<file path="config.mk">
export PLATFORM = sky130hd
export DESIGN_NAME = seg_disp_seq
export DESIGN_NICKNAME = d
export VERILOG_FILES = /design/src/rtl/seg_pkg.sv /design/src/rtl/bcd_to_seg.sv /design/src/rtl/seg_disp_seq.sv
export SDC_FILE = /design/constraint.sdc
export NUM_CORES = 1
export LEC_CHECK = 0
export ABC_AREA = 1
export ABC_CLOCK_PERIOD_IN_PS = 6300
export BUFFER_PORTS_ARGS = -buffer_cell sky130_fd_sc_hd__buf_4
export CAP_MARGIN = 20
export CELL_PAD_IN_SITES_DETAIL_PLACEMENT = 1
export CELL_PAD_IN_SITES_GLOBAL_PLACEMENT = 2
export CORE_MARGIN = 1
export CORE_UTILIZATION = 38
export CTS_BUF_LIST = sky130_fd_sc_hd__clkbuf_4 sky130_fd_sc_hd__clkbuf_8
export DETAILED_ROUTE_END_ITERATION = 6
export PLACE_DENSITY_LB_ADDON = 0.1
export SLEW_MARGIN = 20
export SYNTH_ARGS = -nofsm -noshare
export SYNTH_HDL_FRONTEND = slang
export SYNTH_SLANG_ARGS = --single-unit
</file>
<file path="constraint.sdc">
create_clock -name CLOCK_50 -period 6.3 [get_ports CLOCK_50]
set_clock_uncertainty 0.15 [all_clocks]
set_input_delay 1.26 -clock CLOCK_50 [delete_from_list [all_inputs] [get_ports CLOCK_50]]
set_output_delay 1.26 -clock CLOCK_50 [all_outputs]
set_load 0.02 [all_outputs]
</file>
<file path="src/rtl/seg_pkg.sv">
// Shared definitions for the sequential seven-segment display driver:
// active-low segment codes (a..g, a in the MSB), FSM states and BCD sizing.
package seg_pkg;

    localparam logic [6:0] SEG_0     = 7'b0000001;
    localparam logic [6:0] SEG_1     = 7'b1001111;
    localparam logic [6:0] SEG_2     = 7'b0010010;
    localparam logic [6:0] SEG_3     = 7'b0000110;
    localparam logic [6:0] SEG_4     = 7'b1001100;
    localparam logic [6:0] SEG_5     = 7'b0100100;
    localparam logic [6:0] SEG_6     = 7'b0100000;
    localparam logic [6:0] SEG_7     = 7'b0001111;
    localparam logic [6:0] SEG_8     = 7'b0000000;
    localparam logic [6:0] SEG_9     = 7'b0000100;
    localparam logic [6:0] SEG_BLANK = 7'b1111111;
    localparam logic [6:0] SEG_DASH  = 7'b1111110;

    typedef enum logic [1:0] {
        IDLE = 2'd0,
        CONV = 2'd1,
        DONE = 2'd2
    } state_e;

    // Decimal digits needed for any width-bit value: floor(width*log10(2))+1.
    function automatic int bcd_digits(input int width);
        return (width * 32'sd30103) / 32'sd100000 + 32'sd1;
    endfunction

endpackage

</file>
<file path="src/rtl/bcd_to_seg.sv">
// Combinational BCD digit to active-low seven-segment decoder (a..g, a in MSB).
// Codes 10-15 are not decimal digits and render blank.
module bcd_to_seg
    import seg_pkg::*;
(
    input  logic [3:0] bcd,
    output logic [6:0] seg
);

    // Digit code lookup
    always_comb begin
        case (bcd)
            4'd0:    seg = SEG_0;
            4'd1:    seg = SEG_1;
            4'd2:    seg = SEG_2;
            4'd3:    seg = SEG_3;
            4'd4:    seg = SEG_4;
            4'd5:    seg = SEG_5;
            4'd6:    seg = SEG_6;
            4'd7:    seg = SEG_7;
            4'd8:    seg = SEG_8;
            4'd9:    seg = SEG_9;
            default: seg = SEG_BLANK;
        endcase
    end

endmodule

</file>
<file path="src/rtl/seg_disp_seq.sv">
// Multi-digit decimal display driver: sequential double-dabble binary-to-BCD
// conversion, then registered seven-segment outputs with blanking and overflow.
module seg_disp_seq
    import seg_pkg::*;
#(
    parameter int WIDTH  = 7,
    parameter int DIGITS = 3
) (
    input  logic                  CLOCK_50,
    input  logic                  reset,
    input  logic                  start,
    input  logic [WIDTH-1:0]      value,
    input  logic                  blank_lz,
    output logic                  busy,
    output logic                  done,
    output logic                  ovf,
    output logic [7*DIGITS-1:0]   hex
);

    localparam int NB = bcd_digits(WIDTH);
    localparam int NP = (NB > DIGITS) ? NB : DIGITS;
    localparam int PW = 4 * NP;
    localparam int CW = $clog2(WIDTH + 1);

    state_e                state_q, state_d;
    logic [4*NB-1:0]       bcd_q, bcd_d;
    logic [WIDTH-1:0]      shift_q, shift_d;
    logic [CW-1:0]         cnt_q, cnt_d;
    logic                  blank_q, blank_d;
    logic [7*DIGITS-1:0]   hex_q, hex_d;
    logic                  ovf_q, ovf_d;
    logic                  done_q, done_d;
    logic                  busy_q, busy_d;

    // Digits above the BCD register read as zero.
    logic [PW-1:0]         bcd_pad_s;
    logic [6:0]            seg_s [DIGITS];
    logic [7*DIGITS-1:0]   disp_s;
    logic                  ovf_s;

    assign bcd_pad_s = PW'(bcd_q);

    for (genvar g = 0; g < DIGITS; g++) begin : g_dec
        bcd_to_seg u_dec (
            .bcd (bcd_pad_s[4*g +: 4]),
            .seg (seg_s[g])
        );
    end

    // Render the finished BCD value: overflow dashes, leading-zero blanking
    always_comb begin
        logic       seen;
        logic [6:0] s;
        ovf_s  = 1'b0;
        seen   = 1'b0;
        s      = SEG_BLANK;
        disp_s = '1;
        for (int i = DIGITS; i < NP; i++) begin
            ovf_s = ovf_s | (bcd_pad_s[4*i +: 4] != 4'd0);
        end
        for (int i = DIGITS - 1; i >= 0; i--) begin
            seen = seen | (bcd_pad_s[4*i +: 4] != 4'd0);
            if (ovf_s) begin
                s = SEG_DASH;
            end else if (blank_q && !seen && (i != 0)) begin
                s = SEG_BLANK;
            end else begin
                s = seg_s[i];
            end
            // Segment a (pattern MSB) lands on the lowest bit of each digit.
            for (int k = 0; k < 7; k++) begin
                disp_s[7*i + k] = s[6 - k];
            end
        end
    end

    // Next-state and datapath control
    always_comb begin
        logic [4*NB-1:0] adj;
        state_d = state_q;
        bcd_d   = bcd_q;
        shift_d = shift_q;
        cnt_d   = cnt_q;
        blank_d = blank_q;
        hex_d   = hex_q;
        ovf_d   = ovf_q;
        done_d  = 1'b0;
        adj     = bcd_q;
        case (state_q)
            IDLE: begin
                if (start) begin
                    shift_d = value;
                    blank_d = blank_lz;
                    bcd_d   = '0;
                    cnt_d   = CW'(WIDTH);
                    state_d = CONV;
                end else begin
                    state_d = IDLE;
                end
            end
            CONV: begin
                for (int j = 0; j < NB; j++) begin
                    if (bcd_q[4*j +: 4] >= 4'd5) begin
                        adj[4*j +: 4] = bcd_q[4*j +: 4] + 4'd3;
                    end else begin
                        adj[4*j +: 4] = bcd_q[4*j +: 4];
                    end
                end
                bcd_d   = {adj[4*NB-2:0], shift_q[WIDTH-1]};
                shift_d = shift_q << 1'b1;
                cnt_d   = cnt_q - CW'(1);
                if (cnt_q == CW'(1)) begin
                    state_d = DONE;
                end else begin
                    state_d = CONV;
                end
            end
            DONE: begin
                hex_d   = disp_s;
                ovf_d   = ovf_s;
                done_d  = 1'b1;
                state_d = IDLE;
            end
            default: begin
                state_d = IDLE;
            end
        endcase
        // busy stays up through the cycle that shows done
        busy_d = (state_d != IDLE) || done_d;
    end

    // State and output registers
    always_ff @(posedge CLOCK_50) begin
        if (reset) begin
            state_q <= IDLE;
            bcd_q   <= '0;
            shift_q <= '0;
            cnt_q   <= '0;
            blank_q <= 1'b0;
            hex_q   <= '1;
            ovf_q   <= 1'b0;
            done_q  <= 1'b0;
            busy_q  <= 1'b0;
        end else begin
            state_q <= state_d;
            bcd_q   <= bcd_d;
            shift_q <= shift_d;
            cnt_q   <= cnt_d;
            blank_q <= blank_d;
            hex_q   <= hex_d;
            ovf_q   <= ovf_d;
            done_q  <= done_d;
            busy_q  <= busy_d;
        end
    end

    assign busy = busy_q;
    assign done = done_q;
    assign ovf  = ovf_q;
    assign hex  = hex_q;

endmodule

</file>
==> Yosys cells after proc, flatten, opt, wreduce, memory -nomap -nowiden <==
Memories as Yosys holds them, arrays and structs flattened. A register that Yosys moved wholly into a read port is not among the register bits.
Index checks and enable logic that the tools add are counted.
{ "word_totals": {"regBits": 48, "rom_bits": 336, "in_bits": 11, "output_inout_bits": 24, "wordCells": 54, "memories": 3} }
{ "memory_table": {"columns": ["memory", "words", "word_bits", "read_ports", "rd_clocked_by_memory_dff", "wr", "line_no", "source"], "rows": [
  ["(no name shown)", 16, 7, 1, 1, 0, "bcd_to_seg.sv:12", "case (bcd)"],
  ["(no name shown)", 16, 7, 1, 1, 0, "bcd_to_seg.sv:12", null],
  ["(no name shown)", 16, 7, 1, 1, 0, "bcd_to_seg.sv:12", null]
]} }
{ "op_classes": {"add_sub_neg": 4, "n_lt_le_gt_ge": 3, "eq_ne": 4, "mux": 19, "bitwise": 1, "n_reduce_logical": 12} }
{ "ops": {"columns": ["op", "n"], "rows": [
  ["two-way mux 4 bit", 6],
  ["case mux 12 bit (2 select lines)", 1],
  ["two-way mux 7 bit", 3],
  ["case mux 7 bit (2 select lines)", 1],
  [">= comparator 4 x 3 -> 1 bit (second input constant)", 3],
  ["two-way mux 12 bit", 1],
  ["adder 4 x 2 -> 4 bit (second input constant)", 2],
  ["nonzero test 4 bit", 2],
  ["two-way mux 3 bit", 2],
  ["case mux 3 bit (2 select lines)", 1],
  ["case mux 2 bit (2 select lines)", 1],
  ["AND reduction 2 bit", 2],
  ["nonzero test 2 bit", 2],
  ["adder 3 x 2 -> 3 bit (second input constant)", 1],
  ["equality test 3 x 1 -> 1 bit (second input constant)", 1],
  ["subtractor 3 x 1 -> 3 bit (second input constant)", 1],
  ["equality test 2 x 1 -> 1 bit (second input constant)", 1],
  ["equality test 2 bit (second input constant)", 1],
  ["logical AND 1 bit", 2],
  ["logical NOT 1 bit", 2],
  ["logical NOT 2 bit", 1],
  ["two-way mux 1 bit", 2],
  ["two-way mux 2 bit", 1],
  ["inequality test 2 bit (second input constant)", 1],
  ["other kinds (2)", 2]
]} }

==> Longest topological paths before layout <==
{ "depth": {"depth_word": 5, "ltp_mapped": 16, "depth_no_buf": 16} }

==> Modules after synthesis <==
From an unflattened synthesis, not the netlist that was laid out.
{ "unflattened": {"cells_unflattened": 415, "area_unflattened_um2": 2752.6} }
{ "modules_own_cells": {"columns": ["module", "n_inst", "cells_each", "area_per_inst_um2"], "rows": [
  ["seg_disp_seq", 1, 310, 2189.6],
  ["bcd_to_seg", 3, 35, 187.7]
]} }

==> Least setup slack after synthesis <==
Ideal clock, no wire load.
{ "synth_timing": {"kind": "in2reg", "startpoint": "input port start", "endpoint": "register g_dec[2].u_dec.seg[3] (netlist name)", "t_arrival_ps": 2532, "t_required_ps": 6091, "slack_ps": 3559, "cell_stages": 10, "path_buffers": 1, "cell_sequence": "o21ai_2 buf_6 nand2_1 a21oi_2 inv_1 ha_1 nand3b_1 nand2_1 nand2_1 nand2_1"} }
{ "synth_between": {"elab_chain_cells": 4} }
{ "synth_rtl": {"columns": ["item", "line_no", "source"], "rows": [
  ["start: declaration", "seg_disp_seq.sv:11", "input logic start,"],
  ["inequality test 2 bit (no line)", null, null],
  ["AND reduction 2 bit (no line)", null, null],
  ["two-way mux 4 bit (no line) (2 in series)", null, null]
]} }
No other way between the ends.
A chain may end at the register's enable or synchronous reset.

==> Worst setup path after layout <==
{ "layout_timing": {"startpoint": "input port reset", "endpoint": "register g_dec[1].u_dec.seg[3] (netlist name)"} }
{ "layout_between": {"elab_chain_cells": 1} }
{ "layout_rtl": {"columns": ["item", "line_no", "source"], "rows": [
  ["start: declaration", "seg_disp_seq.sv:10", "input logic reset,"],
  ["two-way mux 4 bit (no line)", null, null]
]} }
No other way between the ends.

==> impl_results.md <==
* Worst Setup End Kind: flip-flop
* Fin nets at 458
* Die width at 91.45 um
* Post-synth ARST share at 0
* CTS Sinks at 62
* Tot Pwr at 836.7 uW
* Largest stage delay on the critical path at 590 ps
* Most frequent cells in the layout: 112 x nand2_1, 62 x dfxtp_1, 35 x buf_4
* Total Routing Usage GR at 0.1792
* CTS Buf Count at 9
* Antenna fix cells at 0
* Hold_buf cts at 0
* H-tree depth at 3
* Synth Register Bits at 62
* Initial antenna violation count at 0
* Largest area contributor in the netlist: dfxtp_1
* Most frequent cell on the critical path: nand2_1
* Core ar. at 7727 um^2
* Slew headroom at 0.4774
* Count of pins over their slew limit at 0
* EDFF count, synth at 0
* Register area share after synthesis at 0.4082
* Maximum capacitance violations at 0
* Fin. Hold Viols at 0
* Met3 Use GR at 0.04271
* Aggregate global routing overflow at 0
* Worst-Margin Slew at 783.1 ps
* Routed WL at 6770 um
* Final Worst Setup Slack at 3335 ps
* Fin crit share at 0.4706
* # port buffers at 33
* Clock latency on the worst-skew pair at 340 ps
* CP Max Fanout at 21
* Met2 usage at 0.2932
* Starting Density at 0.3935
* Share of cells above drive strength 1 at 0.1882
* Worst path cell trace: buf_4, inv_1, nand2_1, ha_1, nand3b_1, nand2_1, nand2_1, nand2_1
* Top-area cell type share of the netlist area at 0.4082
* # rows at 32
* Required @ worst endpoint at 6430 ps
* Area taken by multi-input logic gates at 1567 um^2
* Largest net degree at the start of global routing at 25
* Critical Path AT at 3090 ps
* Met1 Track Usage GR at 0.2251
* Iter 0 DRT Violations at 43
* Most common cell after layout, fill and taps aside: nand2_1
* RSZ-0062 raised after global routing: no
* DR DRC count at 0
* Post-CTS setup buffers at 0
* Vias in the first global route at 2482
* CTS tree: done
* Top post-synthesis cells by area: dfxtp_1 41%, nand2_1 14%, ha_1 11%
* Status: complete, no violations
* Post-DR vias/cell at 4.850
* Crit-path slowest cell: inv_1
* Ports at 35
* Worst-path clk slew at 60 ps
* Avg Inst Size Synth at 7.836 um^2
* Remaining antenna violation count at 0
* Final setup fails at 0
* Placement Setup Slack at 2969 ps
* Syn_nets at 425
* Routed wire length per instance at 12.85 um
* Fill count at 954
* Post_cts resized at 0
* Class of the worst hold path: flip-flop to flip-flop
* Grt peak-use layer: met2
* Maximum vdd drop at 0.1128 mV
* Cells after synthesis at 388
* TNS Setup at 0 ps
* Synthesis Warnings at 0
* Yosys cell types at 36
* Power per cell area at 234.9 nW/um^2
* Drt pass-1 iters at 4
* Die ar. at 8363 um^2
* Dominant synthesized flop cell: dfxtp_1
* Tmin final at 2965 ps
* Final RePlAce weighted congestion at 0.8145
* Max clock buf depth at 2
* Clock root buffer: clkbuf_8
* Startpoint types: primary input
* First-pass GRT wire length at 11840 um
* CP Class: primary input to flip-flop
* Post-DP HPWL at 4928 um
* Leakage at 1.686 nW
* Area grow syn2layout at 17.16%
* Post-synthesis cell area at 3040 um^2
* Peak Freq at 337.3 MHz
* Die Ht at 91.45 um
* Via count at 2556
* Sequential Area at 1241 um^2
==> layout make-up <==
type / count / area share
Multi-Input combinational cell: 272 / 0.4398
Sequential cell: 62 / 0.3484
Timing Repair Buffer: 35 / 0.07376
Clock buffer: 12 / 0.04636
Inverter: 41 / 0.04391
Tap cell: 102 / 0.03583
Clock inverter: 3 / 0.01194
==> power breakdown <==
group	leakage (nW)	total (mW)	internal [mW]	switching, mW
logic	1.08	0.0652	0.0228	0.0424
clock network	0.104	0.362	0.212	0.150
registers	0.504	0.410	0.403	0.00635
total	1.69	0.837	0.638	0.199
==> registers in the layout (all words and copies together), names as in the netlist <==
name	cells
busy	1
hex	21
done	1
cnt_q	3
shift_q	7
blank_q	1
state_q	2
bcd_pad_s	12
g_dec.u_dec.seg	14
==> cell families after synthesis <==
| family | count (synthesis) | synth area share |
|---|---|---|
| DFF | 62 | 0.4082 |
| AOI/OAI and AO/OA | 71 | 0.1506 |
| buffers and inverters | 54 | 0.07654 |
| adders and majority gates | 26 | 0.1070 |
| and+or+nand+nor | 174 | 0.2564 |
| other | 1 | 0.001233 |
==> through the flow <==
stage,util,std cells,hold WS (ps),instance area (um^2)
2_1_floorplan,-,388,274.1,3040
3_3_place_gp,0.4341,512,280.6,3354
3_5_place_dp,0.4341,512,289.0,3354
4_1_cts,0.4610,527,304.1,3562
5_1_grt,0.4610,527,329.8,3562
6_report,0.4610,527,300.6,3562
==> cell usage after synthesis (2+ instances only) <==
cell,instances
nor2_1,12
nand4_1,4
nand3b_1,3
o22ai_1,7
o21ai_1,4
dfxtp_1,62
buf_1,2
buf_2,7
a21oi_1,23
nand2_2,9
inv_2,6
o22ai_2,7
inv_1,33
nand2_1,112
a31oi_1,3
buf_6,2
nand3_1,26
o211ai_1,5
nor3_1,3
ha_1,26
o21ai_0,17
==> layer usage <==
metal  vias up  wire length (um)
met5         -                 0
met4         0               116
met3         9               182
met2        30              3115
met1      1187              3355
li1       1330                 -
==> worst max-delay path, delay by kind of cell <==
family | cells | cell delay, ps
adders and majority gates | 1 | 380
buffers and inverters | 2 | 770
and+or+nand+nor | 5 | 680
==> final timing paths <==
kind	endpoint	slack, ps	cells past startpoint	startpoint
worst max-delay path	g_dec[1].u_dec.seg[3]	3340	8	reset
worst min-delay path	hex[11]	300	2	g_dec[1].u_dec.seg[2]
worst max register to register	g_dec[1].u_dec.seg[3]	3950	13	bcd_pad_s[0]
worst min register to register	hex[11]	300	2	g_dec[1].u_dec.seg[2]
No activity file was read; power rests on OpenSTA's default activity.
